### config.mk
export PLATFORM = sky130hd
export DESIGN_NAME = adder_err_monitor
export DESIGN_NICKNAME = d
export VERILOG_FILES = /design/src/rtl/adder_eval_pkg.sv /design/src/rtl/adder_err_dist.sv /design/src/rtl/adder_err_monitor.sv
export SDC_FILE = /design/constraint.sdc
export NUM_CORES = 1
export LEC_CHECK = 0
export CAP_MARGIN = 20
export CORE_ASPECT_RATIO = 0.8
export CORE_MARGIN = 2
export CORE_UTILIZATION = 55
export CTS_CLUSTER_SIZE = 25
export DETAILED_ROUTE_END_ITERATION = 10
export DONT_BUFFER_PORTS = 1
export GPL_ROUTABILITY_DRIVEN = 0
export HOLD_SLACK_MARGIN = 0.02
export PLACE_DENSITY = 0.7
export SLEW_MARGIN = 20
export SYNTH_ARGS = -nofsm -noshare
export SYNTH_HDL_FRONTEND = slang
export SYNTH_HIERARCHICAL = 1
export SYNTH_SLANG_ARGS = --single-unit
### constraint.sdc
create_clock -name clk -period 9.3 [get_ports clk]
set_input_delay 1.395 -clock clk [delete_from_list [all_inputs] [get_ports clk]]
set_output_delay 1.395 -clock clk [all_outputs]
set_load 0.02 [all_outputs]
### src/rtl/adder_eval_pkg.sv
// Shared types and helpers for approximate-adder evaluation.
// Width defaults, monitor FSM states, saturating add.
package adder_eval_pkg;

  localparam int W_DEF     = 16;
  localparam int CNT_W_DEF = 32;
  localparam int ACC_W_DEF = 48;

  typedef enum logic [1:0] {
    IDLE,
    RUN,
    DRAIN,
    DONE
  } state_e;

  // a + b clamped to (2**w)-1; operands must already fit in w bits
  function automatic logic [63:0] sat_add(
    input logic [63:0] a,
    input logic [63:0] b,
    input int unsigned w
  );
    logic [64:0] s;
    logic [64:0] lim;
    s   = {1'b0, a} + {1'b0, b};
    lim = (65'd1 << w) - 65'd1;
    if (s > lim) return lim[63:0];
    return s[63:0];
  endfunction

endpackage

### src/rtl/adder_err_dist.sv
// Exact sum, error distance and bit-error mask for one triple.
// Ports: a_i/b_i operands, sum_i approx sum; exact_o, ed_o, mask_o.
module adder_err_dist #(
  parameter int W = 16
) (
  input  logic [W-1:0] a_i,
  input  logic [W-1:0] b_i,
  input  logic [W:0]   sum_i,
  output logic [W:0]   exact_o,
  output logic [W:0]   ed_o,
  output logic [W:0]   mask_o
);

  assign exact_o = {1'b0, a_i} + {1'b0, b_i};

  // |exact - sum| by ordered subtract; never exceeds W+1 bits
  assign ed_o = (exact_o >= sum_i) ? (exact_o - sum_i)
                                   : (sum_i - exact_o);

  assign mask_o = exact_o ^ sum_i;

endmodule

### src/rtl/adder_err_monitor.sv
// Error-statistics monitor for an approximate adder under test.
// Ports: start/clear/num_samples control, in_* triple handshake, stat outputs.
module adder_err_monitor
  import adder_eval_pkg::*;
#(
  parameter int W     = W_DEF,
  parameter int CNT_W = CNT_W_DEF,
  parameter int ACC_W = ACC_W_DEF
) (
  input  logic             clk,
  input  logic             rst_n,
  input  logic             start,
  input  logic             clear,
  input  logic [CNT_W-1:0] num_samples,
  input  logic             in_valid,
  output logic             in_ready,
  input  logic [W-1:0]     in_a,
  input  logic [W-1:0]     in_b,
  input  logic [W:0]       in_sum,
  output logic             busy,
  output logic             done,
  output logic [CNT_W-1:0] sample_cnt,
  output logic [CNT_W-1:0] err_cnt,
  output logic [W:0]       max_ed,
  output logic [ACC_W-1:0] sum_ed,
  output logic [W:0]       bit_err_mask
);

  state_e state_q, state_d;

  logic [CNT_W-1:0] num_q, num_d;
  logic [CNT_W-1:0] cnt_q;

  logic             s1_v_q;
  logic [W-1:0]     s1_a_q, s1_b_q;
  logic [W:0]       s1_s_q;

  logic             s2_v_q;
  logic [W:0]       s2_ed_q, s2_mask_q;

  logic             s3_v_q;
  logic [W:0]       s3_ed_q, s3_mask_q;

  logic [CNT_W-1:0] err_q;
  logic [W:0]       max_q;
  logic [ACC_W-1:0] sum_q;
  logic [W:0]       mask_q;

  logic [W:0]       dist_exact;
  logic [W:0]       dist_ed, dist_mask;

  logic flush;
  logic accept;
  logic last;

  // start/clear both wipe stats and in-flight triples
  assign flush  = clear | start;
  assign accept = in_valid & in_ready & ~flush;
  assign last   = accept & ((cnt_q + CNT_W'(1)) == num_q);

  assign num_d = (num_samples == '0) ? CNT_W'(1)
                                     : num_samples;

  adder_err_dist #(.W(W)) u_dist (
    .a_i    (s1_a_q),
    .b_i    (s1_b_q),
    .sum_i  (s1_s_q),
    .exact_o(dist_exact),
    .ed_o   (dist_ed),
    .mask_o (dist_mask)
  );

  always_comb begin
    state_d = state_q;
    if (clear) begin
      state_d = IDLE;
    end else if (start) begin
      state_d = RUN;
    end else begin
      unique case (state_q)
        RUN:     if (last) state_d = DRAIN;
        // S3 retires on the same edge we move to DONE
        DRAIN:   if (!s1_v_q && !s2_v_q) state_d = DONE;
        default: state_d = state_q;
      endcase
    end
  end

  always_ff @(posedge clk or negedge rst_n) begin
    if (!rst_n) begin
      state_q <= IDLE;
      num_q   <= CNT_W'(1);
    end else begin
      state_q <= state_d;
      if (start && !clear) num_q <= num_d;
    end
  end

  always_ff @(posedge clk or negedge rst_n) begin
    if (!rst_n) begin
      s1_v_q    <= 1'b0;
      s1_a_q    <= '0;
      s1_b_q    <= '0;
      s1_s_q    <= '0;
      s2_v_q    <= 1'b0;
      s2_ed_q   <= '0;
      s2_mask_q <= '0;
      s3_v_q    <= 1'b0;
      s3_ed_q   <= '0;
      s3_mask_q <= '0;
    end else begin
      s1_v_q <= accept;
      s2_v_q <= s1_v_q & ~flush;
      s3_v_q <= s2_v_q & ~flush;
      if (accept) begin
        s1_a_q <= in_a;
        s1_b_q <= in_b;
        s1_s_q <= in_sum;
      end
      s2_ed_q   <= dist_ed;
      s2_mask_q <= dist_mask;
      s3_ed_q   <= s2_ed_q;
      s3_mask_q <= s2_mask_q;
    end
  end

  always_ff @(posedge clk or negedge rst_n) begin
    if (!rst_n) begin
      cnt_q  <= '0;
      err_q  <= '0;
      max_q  <= '0;
      sum_q  <= '0;
      mask_q <= '0;
    end else if (flush) begin
      cnt_q  <= '0;
      err_q  <= '0;
      max_q  <= '0;
      sum_q  <= '0;
      mask_q <= '0;
    end else begin
      if (accept) cnt_q <= cnt_q + CNT_W'(1);
      if (s3_v_q) begin
        if (s3_mask_q != '0)
          err_q <= CNT_W'(sat_add(64'(err_q), 64'd1, CNT_W));
        if (s3_ed_q > max_q) max_q <= s3_ed_q;
        sum_q  <= ACC_W'(sat_add(64'(sum_q),
                                 64'(s3_ed_q), ACC_W));
        mask_q <= mask_q | s3_mask_q;
      end
    end
  end

  assign in_ready     = (state_q == RUN);
  assign busy         = (state_q == RUN) | (state_q == DRAIN);
  assign done         = (state_q == DONE);
  assign sample_cnt   = cnt_q;
  assign err_cnt      = err_q;
  assign max_ed       = max_q;
  assign sum_ed       = sum_q;
  assign bit_err_mask = mask_q;

endmodule

# == Word level (Yosys, flattened, before mapping) ==
# Cells that the tools add are included.
# totals
regBits,300
input_bits,86
elab_cells,88
# op_classes
addsub,6
magnitude_cmp,4
eq_ne,6
muxes,30
bitwise,10
n_reduce_logical,15
# ops
operator,count
two-way mux 32 bit,8
two-way mux 48 bit,4
two-way mux 17 bit,6
adder 48 x 17 -> 49 bit,1
"greater-than comparator 49 x 48 -> 1 bit, second input constant",1
subtractor 17 bit,2
"adder 32 x 1 -> 33 bit, second input constant",1
"greater-than comparator 33 x 32 -> 1 bit, second input constant",1
"adder 32 x 1 -> 32 bit, second input constant",1
== test 32 bit,1
zero test 32 bit,1
adder 16 x 16 -> 17 bit,1
>= comparator 17 bit,1
greater-than comparator 17 bit,1
bitwise OR 17 bit,1
nonzero test 17 bit,1
XOR 17 bit,1
two-way mux 2 bit,4
nonzero test 2 bit,4
two-way mux 1 bit,7
bitwise AND 1 bit,5
"== test 2 bit, second input constant",2
"inequality test 4 x 3 -> 1 bit, second input constant",1
"inequality test 4 bit, second input constant",1
9 further kinds,14

# == Depth between registers and ports, before layout ==
# depth
word_depth,10
depth_mapped,20
mapped_depth_nobuf,18

# == Cells and area by module ==
# The synthesis kept the hierarchy.
# by_module_without_submodules
mod,instances,cells_per_inst,area_each_um2,seq_area_each_um2
adder_err_monitor,1,1571,15419.8,7508.5
adder_err_dist,1,357,2509.9,0.0

# == Worst setup path after synthesis ==
# Ideal clock, no wire load.
# synth_timing
path_kind,reg2reg
from,register s1_a_q[0]
to,register s2_ed_q[1]
t_arrival_ps,4039
required_ps,9175
setup_slack_ps,5136
stages_incl_launch_ff,20
n_path_buf,2
synth_period_minus_slack_ps,4164
cell_sequence,dfrtp_1 -> ha_1 -> inv_1 -> fa_1 -> nor2b_1 -> o21ai_0 -> o21ai_0 -> a41o_1 -> nor4_1 -> nor3_1 -> xor2_1 -> ha_1 -> buf_6 -> and4_1 -> or4b_1 -> a21oi_1 -> nor2_1 -> o21ai_4 -> buf_12 -> mux2_2
# synth_via
elab_chain_cells,3
# synth_lines
item,line_no,source
from (decl),adder_err_monitor.sv:35,"logic [W-1:0] s1_a_q, s1_b_q;"
from (signal assigned),adder_err_monitor.sv:116,s1_a_q <= in_a;
adder 16 x 16 -> 17 bit,adder_err_dist.sv:14,"assign exact_o = {1'b0, a_i} + {1'b0, b_i};"
via dist_exact[14],adder_err_monitor.sv:49,logic [W:0] dist_exact;
>= comparator 17 bit,adder_err_dist.sv:17,assign ed_o = (exact_o >= sum_i) ? (exact_o - sum_i)
two-way mux 17 bit,adder_err_dist.sv:17,
via dist_ed[1],adder_err_monitor.sv:50,"logic [W:0] dist_ed, dist_mask;"
to (signal assigned),adder_err_monitor.sv:120,s2_ed_q <= dist_ed;
to (decl),adder_err_monitor.sv:39,"logic [W:0] s2_ed_q, s2_mask_q;"
# The timed path passes the listed nets, and every way through them passes these cells.
# A chain may end at the register's enable or synchronous reset.

# == Worst setup path in the final report ==
# layout_timing
from,register s1_a_q[0]
to,register s2_ed_q[13]
# The elaborated chain is that of the path after synthesis.

==> impl_metrics.toml <==
[timing]
drv_slew = 0
period_minus_slack_ns = 4.89
setup_viol = 0
setup_slack_ns = 4.41
fmax_mhz = 205
slew_headroom = 0.251
timing.final.crit_share = 0.525
rsz0062_at_grt = "no"
hold_viol_final = 0
skew_ns = 0.00832
tightest_slew_ns = 1.12
tns_ns = 0

[logic_synthesis]
synth-seq-area-share = 0.419
netlist_area_mm2 = 0.0179
ys_warn_count = 6
synth_edf_count = 0
ys.flop_type = "dfrtp_1"
netlist_instances = 1928
synthArstFlopShare = 1.00
yosysUniqueCellTypes = 76
ys_ff_latch = 300
syn_nets = 2107
synth.avg_cell_area_um2 = 9.30

[critical_path]
worstPathRequired_ns = 9.69
path_class = "reg -> reg"
rr_worst_depth = 18
critPathMaxFanout = 16
reg2reg_to = "s2_ed_q[13]"
startpoint_type = "flop"
worst_r2r_startpoint = "s1_a_q[0]"
r2r_slack_ns = 4.41
critPathArrivalTime_ns = 5.27
end_kind = "flop"

[cells_and_area]
seqCellArea_mm2 = 0.00751
postLayoutCoreUtil = 0.597
multi_input_area_mm2 = 0.00958
syn2layout_area_growth_pct = 7.63
post_route_cells_drive_above_1_share = 0.0990
nets = 2053
fillCellCount = 2749

[floorplan]
start_util = 0.555
chipWidth_um = 206
num_rows = 59
fp.coreArea_mm2 = 0.0323
die_area_mm2 = 0.0341
num_io_pins = 235
die_y_um = 165

[clocking]
insertion_delay_ns = 0.52
cts_root_buffer = "clkbuf_16"
htree_levels = 2
clkSinkCount = 300
cts_tree = "built"
path_clk_slew_ns = 0.06
cts_buffer_depth = 3
numCtsBuffers = 34
post_cts_resized = 0
cts_hold_buf = 0
post_cts_buffers = 0

[global_route]
grt_max_degree = 301
grt.total_usage = 0.259
antenna_found_initial = 4
overflow = 0
grt_pass1_vias = 13243
grt_first_pass_wirelength_um = 71400

[detailed_routing]
first_iter_violations = 1203
wl_per_cell_um = 19.5
ant_nets = 0
first_pass_iters = 7
remaining_drc_errors = 0
wl_um = 45300
vias = 14460
via_per_inst = 6.21

[hold_path]
hold_end = "s3_ed_q[9]"
holdPathStages = 0
min_path_type = "reg -> reg"
min_from = "s2_ed_q[9]"

[place]
dp_hpwl_um = 32400
preCtsSetupSlack_ns = 4.46
portBuffers = 0

[flow_run]
cap_violations = 0

[run_status]
status = "finished clean"

[pwr]
vdd_drop_max_mv = 0.244
leakagePower_nw = 8.26
power_density_mw_per_mm2 = 308
-- power by group --
group	internal [W]	switching, W	leakage, nW
Sequential	0.00160	0.000186	3.87
Clock	0.000839	0.000557	0.565
Combinational	0.00116	0.00159	3.83
Total	0.00360	0.00234	8.26
-- Yosys cell counts, drive strengths merged (5+ instances only) --
cell     count  area share
nor3        47       0.014
nor2b       12      0.0042
nor2       197       0.042
o31ai       11      0.0054
nand3       71       0.020
ha          89       0.062
nand4       53       0.020
mux2        82       0.052
o21ai      122       0.035
and4         9      0.0044
and2        12      0.0042
mux2i       35       0.020
or4          5      0.0021
nand2b       9      0.0031
xnor2       64       0.031
a41oi        7      0.0034
nand2      123       0.026
o31a         5      0.0024
xor2        48       0.023
a211o        8      0.0040
a311oi      11      0.0054
o311ai      19      0.0093
o2111ai      5      0.0024
buf         28       0.011
a31o         5      0.0024
or2         10      0.0035
a31oi       29       0.010
a21o        37       0.015
or3         19      0.0066
o21a        16      0.0067
inv        110       0.023
and3        46       0.016
a21oi      122       0.034
o21bai       9      0.0038
nor4        30       0.012
a211oi      12      0.0050
dfrtp      299        0.42
clkbuf      72       0.015
-- flip-flops by register name (all words and copies together) (netlist names), 2 cells and up --
signal	count
s2_mask_q	17
s2_ed_q	17
bit_err_mask	17
sum_ed	48
max_ed	17
s1_b_q	16
s3_mask_q	17
sample_cnt	32
s1_a_q	16
err_cnt	32
s1_s_q	17
s3_ed_q	17
state_q	2
num_q	32
-- per-stage QoR --
| stage | hold slack [ns] | power (W) | instances | cell area (um^2) |
|---|---|---|---|---|
| 3_3_place_gp | 0.331 | 0.00443 | 2265 | 18100 |
| 4_1_cts | 0.349 | 0.00594 | 2326 | 19300 |
| 3_5_place_dp | 0.335 | 0.00452 | 2265 | 18100 |
| 5_1_grt | 0.351 | 0.00636 | 2327 | 19300 |
| 6_report | 0.344 | 0.00594 | 2329 | 19300 |
| 2_1_floorplan | 0.331 | 0.00399 | 1928 | 17900 |
-- cells in the final DEF (no fill, tap or decap), types with 5 or more instances in the layout --
| cell type | n |
|---|---|
| xnor2_1 | 64 |
| nor3_1 | 44 |
| o31a_1 | 5 |
| or2_2 | 10 |
| or3_1 | 18 |
| nand2_1 | 123 |
| o21ai_1 | 15 |
| o311ai_0 | 19 |
| nor2_1 | 194 |
| ha_1 | 89 |
| a21oi_1 | 120 |
| a21o_1 | 37 |
| nor4_1 | 27 |
| clkbuf_16 | 35 |
| o21a_1 | 16 |
| a31oi_1 | 29 |
| buf_4 | 10 |
| dfrtp_1 | 298 |
| and2_1 | 12 |
| mux2i_1 | 35 |
| a211oi_1 | 12 |
| a211o_1 | 6 |
| o31ai_1 | 10 |
| nand2b_1 | 9 |
| or4_1 | 5 |
| a41oi_1 | 7 |
| mux2_2 | 82 |
| nand4_1 | 51 |
| o21ai_0 | 106 |
| clkinv_2 | 5 |
| nor2b_1 | 12 |
| a31o_2 | 5 |
| a311oi_1 | 11 |
| clkinvlp_4 | 5 |
| inv_1 | 110 |
| xor2_1 | 48 |
| and4_1 | 9 |
| o21bai_1 | 9 |
| nand3_1 | 71 |
| and3_1 | 46 |
-- how the worst max path moves through the flow --
stage               slack [ns]          end  cells past startpoint       from
global placement          4.62  s2_ed_q[13]                     18  s1_a_q[0]
CTS                       4.43  s2_ed_q[13]                     18  s1_a_q[0]
detailed placement        4.46  s2_ed_q[13]                     18  s1_a_q[0]
floorplan                 5.14   s2_ed_q[1]                     19  s1_a_q[0]
global route              4.14  s2_ed_q[13]                     18  s1_a_q[0]
finish                    4.41  s2_ed_q[13]                     18  s1_a_q[0]
-- critical path, cell delays in order (launching register included) --
cell     delay, ns
dfrtp_1       0.36
ha_1          0.18
inv_1         0.07
fa_1          0.40
nor2b_1       0.12
o21ai_0       0.11
o21ai_0       0.39
a41o_1        0.34
nor4_1        0.08
nor3_1        0.38
xor2_1        0.12
ha_1          0.45
and4_1        0.28
or4b_1        0.45
a21oi_1       0.15
nor2_1        0.08
o21ai_4       0.24
mux2_2        0.42
xnor2_1       0.14
-- cell families after synthesis --
logic type      after synthesis  synth area share
fa+ha+maj                    93            0.0666
xor+xnor                    113            0.0560
simple gates                651             0.181
buf+inv                     210            0.0492
mux                         117            0.0710
compound gates              444             0.158
flops                       300             0.419
-- final cells by class --
class	instances	area share
Multi-Input combinational cell	1418	0.497
Clock buffer	41	0.0486
Timing Repair Buffer	10	0.00389
Inverter	110	0.0214
Clock inverter	20	0.0122
Sequential cell	300	0.389
Tap cell	427	0.0277
Antenna cell	3	0.000389
-- per-layer routing --
metal  share of wire  up-vias  global-route usage
met1            0.46     7020               0.375
met3           0.083       78              0.0634
li1                -     6812                   -
met5         0.00026        -                   0
met4           0.027        2              0.0818
met2            0.43      548               0.383
(Power assumes the default switching activity.)
